$ cat src/rtl/dashcam_mem_pkg.sv
// Shared types and constants for the dashcam memory write path.
package dashcam_mem_pkg;

  localparam int MEM_DATA_W = 32;
  localparam int BYTE_LANES = 4;

  typedef enum logic {
    IDLE  = 1'b0,
    WRITE = 1'b1
  } drain_state_e;

  // One buffered word plus the end-of-segment marker that travels with it.
  typedef struct packed {
    logic                  last;
    logic [MEM_DATA_W-1:0] data;
  } fifo_entry_t;

endpackage

$ cat src/rtl/dashcam_sync_fifo.sv
// Generic single-clock FIFO. Exposes the head entry and the entry behind it
// so a consumer can stream back-to-back without a bubble after each pop.
module dashcam_sync_fifo #(
  parameter int WIDTH = 33,
  parameter int DEPTH = 16
) (
  input  logic                   clk,
  input  logic                   reset,
  input  logic                   push_i,
  input  logic [WIDTH-1:0]       push_data_i,
  input  logic                   pop_i,
  output logic [WIDTH-1:0]       head_o,
  output logic [WIDTH-1:0]       next_o,
  output logic                   full_o,
  output logic                   empty_o,
  output logic [$clog2(DEPTH):0] level_o
);

  localparam int AW = $clog2(DEPTH);
  localparam int LW = AW + 1;

  logic [WIDTH-1:0] mem_q [DEPTH];
  logic [AW-1:0]    wr_ptr_q;
  logic [AW-1:0]    rd_ptr_q;
  logic [LW-1:0]    level_q;
  logic [LW-1:0]    level_d;
  logic             do_push;
  logic             do_pop;

  assign full_o  = (level_q == LW'(DEPTH));
  assign empty_o = (level_q == '0);
  assign do_push = push_i && !full_o;
  assign do_pop  = pop_i && !empty_o;
  assign head_o  = mem_q[rd_ptr_q];
  assign next_o  = mem_q[rd_ptr_q + AW'(1)];
  assign level_o = level_q;

  // Occupancy after this edge's push/pop; a simultaneous push and pop cancel.
  always_comb begin
    level_d = level_q + LW'(do_push) - LW'(do_pop);
  end

  // Storage array; contents need no reset since the pointers define validity.
  always_ff @(posedge clk) begin
    if (do_push) begin
      mem_q[wr_ptr_q] <= push_data_i;
    end
  end

  // Pointer and occupancy bookkeeping; pointers wrap naturally (DEPTH is 2^n).
  always_ff @(posedge clk) begin
    if (reset) begin
      wr_ptr_q <= '0;
      rd_ptr_q <= '0;
      level_q  <= '0;
    end else begin
      if (do_push) wr_ptr_q <= wr_ptr_q + AW'(1);
      if (do_pop)  rd_ptr_q <= rd_ptr_q + AW'(1);
      level_q <= level_d;
    end
  end

endmodule

$ cat src/rtl/dashcam_stream_writer.sv
// Packs the encoded byte stream into little-endian words, buffers them and
// writes them sequentially into a circular recording region.
module dashcam_stream_writer
  import dashcam_mem_pkg::*;
#(
  parameter int FIFO_DEPTH = 16,
  parameter int ADDR_W     = 24,
  parameter int RING_BASE  = 0,
  parameter int RING_WORDS = 1048576
) (
  input  logic                        clk,
  input  logic                        reset,
  input  logic [7:0]                  s_data,
  input  logic                        s_valid,
  output logic                        s_ready,
  input  logic                        s_last,
  output logic [MEM_DATA_W-1:0]       mem_data,
  output logic [ADDR_W-1:0]           mem_addr,
  output logic                        mem_write,
  input  logic                        mem_busy,
  output logic [$clog2(FIFO_DEPTH):0] fifo_level,
  output logic                        wrapped,
  input  logic                        clear_wrap,
  output logic                        seg_done
);

  localparam int LW = $clog2(FIFO_DEPTH) + 1;
  localparam logic [ADDR_W-1:0] RING_FIRST = ADDR_W'(RING_BASE);
  localparam logic [ADDR_W-1:0] RING_LAST  = ADDR_W'(RING_BASE + RING_WORDS - 1);

  // Packer state
  logic [1:0]            lane_q;
  logic [MEM_DATA_W-1:0] word_q;
  logic [MEM_DATA_W-1:0] packed_word;
  logic                  accept;
  logic                  push;
  fifo_entry_t           push_entry;

  // FIFO interface
  fifo_entry_t head_entry;
  fifo_entry_t next_entry;
  logic        fifo_full;
  logic        fifo_empty;
  logic        pop;

  // Drain FSM and address ring
  drain_state_e          state_q, state_d;
  logic                  mem_write_q, mem_write_d;
  logic [MEM_DATA_W-1:0] mem_data_q, mem_data_d;
  logic                  mem_last_q, mem_last_d;
  logic [ADDR_W-1:0]     addr_q, addr_d;
  logic                  wrapped_q, wrapped_d;
  logic                  seg_done_q, seg_done_d;
  logic                  complete;
  logic                  wrap_evt;

  // Only words ever wait in the FIFO, so a full FIFO must stall every byte.
  assign s_ready = !reset && !fifo_full;
  assign accept  = s_valid && s_ready;
  assign push    = accept && (s_last || lane_q == 2'(BYTE_LANES - 1));

  // The incoming byte lands in the current lane; upper lanes are still zero
  // because word_q is cleared after every push.
  genvar gi;
  generate
    for (gi = 0; gi < BYTE_LANES; gi++) begin : g_lane
      assign packed_word[8*gi +: 8] = (lane_q == 2'(gi)) ? s_data : word_q[8*gi +: 8];
    end
  endgenerate

  assign push_entry.last = s_last;
  assign push_entry.data = packed_word;

  // Lane counter and partial word; restart at lane 0 after each push.
  always_ff @(posedge clk) begin
    if (reset) begin
      lane_q <= '0;
      word_q <= '0;
    end else if (accept) begin
      if (push) begin
        lane_q <= '0;
        word_q <= '0;
      end else begin
        lane_q <= lane_q + 2'd1;
        word_q <= packed_word;
      end
    end
  end

  dashcam_sync_fifo #(
    .WIDTH ($bits(fifo_entry_t)),
    .DEPTH (FIFO_DEPTH)
  ) u_fifo (
    .clk         (clk),
    .reset       (reset),
    .push_i      (push),
    .push_data_i (push_entry),
    .pop_i       (pop),
    .head_o      (head_entry),
    .next_o      (next_entry),
    .full_o      (fifo_full),
    .empty_o     (fifo_empty),
    .level_o     (fifo_level)
  );

  // Drain FSM next state: the head stays in the FIFO until its write completes.
  always_comb begin
    state_d     = state_q;
    mem_write_d = mem_write_q;
    mem_data_d  = mem_data_q;
    mem_last_d  = mem_last_q;
    pop         = 1'b0;
    complete    = 1'b0;
    case (state_q)
      IDLE: begin
        if (!fifo_empty) begin
          mem_data_d  = head_entry.data;
          mem_last_d  = head_entry.last;
          mem_write_d = 1'b1;
          state_d     = WRITE;
        end
      end
      WRITE: begin
        if (!mem_busy) begin
          complete = 1'b1;
          pop      = 1'b1;
          if (fifo_level > LW'(1)) begin
            mem_data_d = next_entry.data;
            mem_last_d = next_entry.last;
          end else begin
            mem_write_d = 1'b0;
            state_d     = IDLE;
          end
        end
      end
      default: state_d = IDLE;
    endcase
  end

  // Address ring and flags; a wrap beats a coincident clear_wrap.
  always_comb begin
    wrap_evt   = complete && (addr_q == RING_LAST);
    addr_d     = addr_q;
    if (complete) begin
      addr_d = wrap_evt ? RING_FIRST : addr_q + ADDR_W'(1);
    end
    wrapped_d  = wrap_evt ? 1'b1 : (clear_wrap ? 1'b0 : wrapped_q);
    seg_done_d = complete && mem_last_q;
  end

  // Drain FSM, output and ring registers.
  always_ff @(posedge clk) begin
    if (reset) begin
      state_q     <= IDLE;
      mem_write_q <= 1'b0;
      mem_data_q  <= '0;
      mem_last_q  <= 1'b0;
      addr_q      <= RING_FIRST;
      wrapped_q   <= 1'b0;
      seg_done_q  <= 1'b0;
    end else begin
      state_q     <= state_d;
      mem_write_q <= mem_write_d;
      mem_data_q  <= mem_data_d;
      mem_last_q  <= mem_last_d;
      addr_q      <= addr_d;
      wrapped_q   <= wrapped_d;
      seg_done_q  <= seg_done_d;
    end
  end

  assign mem_write = mem_write_q;
  assign mem_data  = mem_data_q;
  assign mem_addr  = addr_q;
  assign wrapped   = wrapped_q;
  assign seg_done  = seg_done_q;

endmodule

$ cat config.mk
export PLATFORM = sky130hd
export DESIGN_NAME = dashcam_stream_writer
export DESIGN_NICKNAME = d
export VERILOG_FILES = /design/src/rtl/dashcam_mem_pkg.sv /design/src/rtl/dashcam_sync_fifo.sv /design/src/rtl/dashcam_stream_writer.sv
export SDC_FILE = /design/constraint.sdc
export NUM_CORES = 1
export LEC_CHECK = 0
export BUFFER_PORTS_ARGS = -buffer_cell sky130_fd_sc_hd__buf_2
export CAP_MARGIN = 5
export CORE_MARGIN = 2
export CORE_UTILIZATION = 50
export CTS_CLUSTER_SIZE = 16
export DETAILED_ROUTE_END_ITERATION = 8
export MAX_ROUTING_LAYER = met4
export PLACE_DENSITY = 0.66
export SYNTH_ARGS = -nofsm -noshare
export SYNTH_HDL_FRONTEND = slang
export SYNTH_HIERARCHICAL = 1
export SYNTH_SLANG_ARGS = --single-unit
export TNS_END_PERCENT = 5
$ cat constraint.sdc
create_clock -name clk -period 8.3 [get_ports clk]
set_clock_uncertainty 0.2 [all_clocks]
set_input_delay 1.66 -clock clk [delete_from_list [all_inputs] [get_ports clk]]
set_output_delay 1.66 -clock clk [all_outputs]
set_load 0.005 [all_outputs]
==> run summary <==
In this design, the largest share of critical-path delay is due to simple AND/OR/NAND/NOR gates. The run gives 0.8099 as the routability-driven placement congestion ratio. For this run, design rule violations remaining after detail routing come to 0. Leaving out fill and tap cells, the most frequent cells in the layout are sky130_fd_sc_hd__edfxtp_1, sky130_fd_sc_hd__mux4_2, sky130_fd_sc_hd__dfxtp_1. In this run the post-CTS setup repair buffer count came out at 0.

STA puts the critical path data required time at 8620 ps. The run gives 0.5054 as the starting utilization of the core area. The run gives 0 as the number of gates resized after CTS. The number of warnings printed during yosys synthesis came out at 6. Setup total negative slack on the finished layout was measured at 0 ps. Worst min-delay path category: reg2reg. The number of CTS-inserted buffers was 69; the post-synthesis compound-gate area fraction was 0.06393. The fraction of the mapped netlist area in simple logic gates is 0.04265. CTS saw 640 sinks. The longest clock path from root to sink contains 3 buffers. The layout cell share with drive strength beyond 1 was 0.2943.

The number of global-route vias before repair is 17270, and the first-pass GRT wire length is 110500 um. The most common cell after layout, fill and taps aside was sky130_fd_sc_hd__edfxtp_1. The proportion of power drawn by flip-flops and latches was 0.432; the total instance count after detailed placement was 2416. Detailed-route wire length per cell: 29.01 um. By area, the combinational part of the netlist is dominated by multiplexers. Entering global routing, the biggest net connects 72 pins.

The maximum fanout along the worst path was 18; the total internal power was 6.289 mW. Dividing the detail-routed via count by the number of cells gives 6.728. Total of max-cap violations: 0. The run gives 2.338 mW as the net load switching power. The run gives 29100 um2 as the cell area after synthesis. Clock-pin slew was measured on the worst setup and hold paths at 60 ps.

The power density over the cells came out at 266.3 nW/um2. The first detailed-routing pass ran for 5 iterations. In this run the clock root is driven by a sky130_fd_sc_hd__clkbuf_16.

The logs give 0.1602 for the worst relative slew slack and 0 for the final-report setup violation count. For the pin with the worst max-slew slack, the measured transition is 1260 ps. The flow ran to the end, and the final reports show no timing, DRC or antenna violations.

The clock tree synthesis step divided the H-tree into 3 levels. Averaged over all synthesized cells, the footprint is 17.39 um2. The portion of netlist area occupied by mux cells is 0.2307.

The most used flip-flop cell after synthesis is sky130_fd_sc_hd__edfxtp_1. Category of the worst setup path launch point: an input pin. For this design the static power due to leakage is 10.82 nW. The tools report the total global routing track utilization as 0.2578.

Compared with the post-synthesis result, the final layout area differs by 11.31%. The tools report the initial antenna violation count as 2. The count of cells in the finished layout, fillers not included, comes to 2543. After the first detailed-routing iteration, the DRC count stood at 1685. The xor and xnor area share after synthesis was 0.005116; the area of the core was 57590 um2. TritonCTS built the clock tree. Data on the critical path arrives at its endpoint at 4780 ps. The floorplan step set the die height to 245.3 um. The adder and majority gate portion of the synthesized area is 0.007567, and the combinational fraction of design power is 0.208.

The number of buffers and inverters on the critical path is 2. The async set-reset flop share out of synthesis works out to 0. After global routing the overflow that remains totals 0.

Detailed placement ended at an HPWL of 40760 um. The die covers 60150 um2. The overall via count from detail_route is 17110, and the insertion delay to the later sink of the worst-skew pair is 610 ps.

The remaining number of nets flagged by the antenna check after routing was 0; the number of instances in the synthesized netlist was 1673. The proportion of power drawn by the clock network came out at 0.359. The slowest stage of the critical path is the sky130_fd_sc_hd__nor3_1 cell. Synthesis inferred 640 register bits. Synthesis produced a netlist with a net count of 1704. The number of hold buffers added after CTS was 0. The worst setup path is captured at a flip-flop. Setup repair after global routing left no endpoint under its margin.

The share of the yosys chip area belonging to registers is 0.6219, and the number of failing hold endpoints at the final stage is 0. The total routed wirelength is 73770 um, and the critical path's largest stage delay is 490 ps. The final-report max-slew violation count was 0; the maximum ir drop on the vdd rail was 331.6 uV. The synthesized netlist contains 56 unique library cells. The fraction of power spent switching nets was 0.2710.

The floorplan step set the die width to 245.3 um. The run gives 223.9 MHz as the maximum clock frequency. Yosys mapped a number of flops with a built-in enable equal to 528. For flop-to-flop paths, the worst setup slack is 3850 ps. The worst setup path category was in2reg. The filler cells instantiated in the layout total 4370. The critical path goes through buf_2 -> nor2_1 -> nor3_1 -> nand2_1 -> ha_1 -> inv_1 -> ha_1 -> fa_1 -> a21oi_1 -> nor2_1 -> or3_1 -> a21oi_1. The time the final worst path needs with I/O delays and setup was 4465 ps; the share of the clock period used by the worst path after layout was 0.5380. The I/O pin total is 79, and the number of I/O port buffers is 78.

In the final design database the tool counted 1753 nets. The initialized floorplan defines 88 standard-cell rows.
[area by class of cell]
type,count,area (um2),share of cell area
Sequential cell,640,18110,0.5591
Inverter,23,86.33,0.002665
Antenna cell,1,2.502,0.00007725
Timing Repair Buffer,109,623.1,0.01924
Clock inverter,31,372.9,0.01151
Multi-Input combinational cell,879,10330,0.3190
Tap cell,765,957.2,0.02955
Clock buffer,95,1907,0.05887
[kinds of logic after synthesis]
| kind of cell | Yosys count |
|---|---|
| buffers and inverters | 154 |
| muxes | 330 |
| and+or+nand+nor | 247 |
| xor gates and xnor gates | 17 |
| DFF | 640 |
| AOI/OAI and AO/OA | 268 |
| adders and majority gates | 17 |
[cells in the mapped netlist, types with 4 or more instances]
cell                       count  share of area
sky130_fd_sc_hd__and2_1       19         0.0041
sky130_fd_sc_hd__buf_2        30         0.0052
sky130_fd_sc_hd__dfxtp_1     112          0.077
sky130_fd_sc_hd__a211oi_1     33         0.0085
sky130_fd_sc_hd__or4_1         8         0.0021
sky130_fd_sc_hd__buf_12        6         0.0041
sky130_fd_sc_hd__clkbuf_1     72         0.0093
sky130_fd_sc_hd__a32o_1       25         0.0086
sky130_fd_sc_hd__nor4_1        6         0.0013
sky130_fd_sc_hd__o31ai_1       5         0.0013
sky130_fd_sc_hd__xnor2_1       6         0.0018
sky130_fd_sc_hd__inv_1        23         0.0030
sky130_fd_sc_hd__edfxtp_1    528           0.54
sky130_fd_sc_hd__mux4_2      246           0.19
sky130_fd_sc_hd__o21ai_1      30         0.0052
sky130_fd_sc_hd__a22oi_1      99          0.026
sky130_fd_sc_hd__xor2_1       11         0.0033
sky130_fd_sc_hd__ha_1         16         0.0069
sky130_fd_sc_hd__a21oi_1      20         0.0034
sky130_fd_sc_hd__nor3_1        6         0.0010
sky130_fd_sc_hd__nor2_1       66         0.0085
sky130_fd_sc_hd__or3_1         8         0.0017
sky130_fd_sc_hd__nand2_1      52         0.0067
sky130_fd_sc_hd__nand4_1      10         0.0021
sky130_fd_sc_hd__mux2i_1      33          0.011
sky130_fd_sc_hd__buf_6        10         0.0039
sky130_fd_sc_hd__and4_1        4         0.0012
sky130_fd_sc_hd__o21ai_0      45         0.0077
sky130_fd_sc_hd__buf_1         9         0.0012
sky130_fd_sc_hd__and3_1        4        0.00086
sky130_fd_sc_hd__nand3_1      44         0.0076
sky130_fd_sc_hd__nor2b_1       7         0.0015
sky130_fd_sc_hd__mux2_2       33          0.013
sky130_fd_sc_hd__mux4_1       18          0.016
[stage by stage]
step           utilization  area, um2  total power [mW]  hold slack, ps  setup WS (ps)
2_1_floorplan            -      29100             5.121           225.7           1694
3_3_place_gp        0.5229      30110             5.597           238.1           3357
4_1_cts             0.5625      32390             8.708           259.3           3945
6_report            0.5625      32390             8.627           258.6           3835
5_1_grt             0.5625      32390             8.977           274.8           3689
3_5_place_dp        0.5229      30110             5.614           243.6           3318
[power groups by stage]
stage	Clock [mW]	Sequential (mW)	Combinational, mW
2_1_floorplan	0	3.72	1.40
3_3_place_gp	0	3.79	1.80
3_5_place_dp	0	3.80	1.81
4_1_cts	3.15	3.73	1.82
5_1_grt	3.27	3.75	1.96
6_report	3.10	3.73	1.80
[registers in the layout, indices dropped and copies added, names as in the netlist, named ones only]
register and cells:
lane_q 2, mem_addr 24, mem_data 32, mem_last_q 1, mem_write 1, seg_done 1, state_q 1, u_fifo/level_o 5
u_fifo/mem_q 528, u_fifo/rd_ptr_q 4, u_fifo/wr_ptr_q 4, word_q 32, wrapped 1
[per-layer routing]
layer,GRT usage,vias to the layer above,share of wire
met2,0.3971,832,0.48
met5,-,-,0
li1,-,7101,-
met1,0.3434,9018,0.40
met4,0.08178,0,0.030
met3,0.05904,159,0.090
[path summary, 6_finish.rpt]
kind / startpoint / to / cells after the start
worst min register to register: word_q[27] / word_q[27] / 1
worst max register to register: u_fifo/level_o[2] / u_fifo/level_o[4] / 15
worst min-delay path: word_q[27] / word_q[27] / 1
worst max-delay path: s_last / u_fifo/level_o[4] / 12
Power figures use the tool's default switching activity.
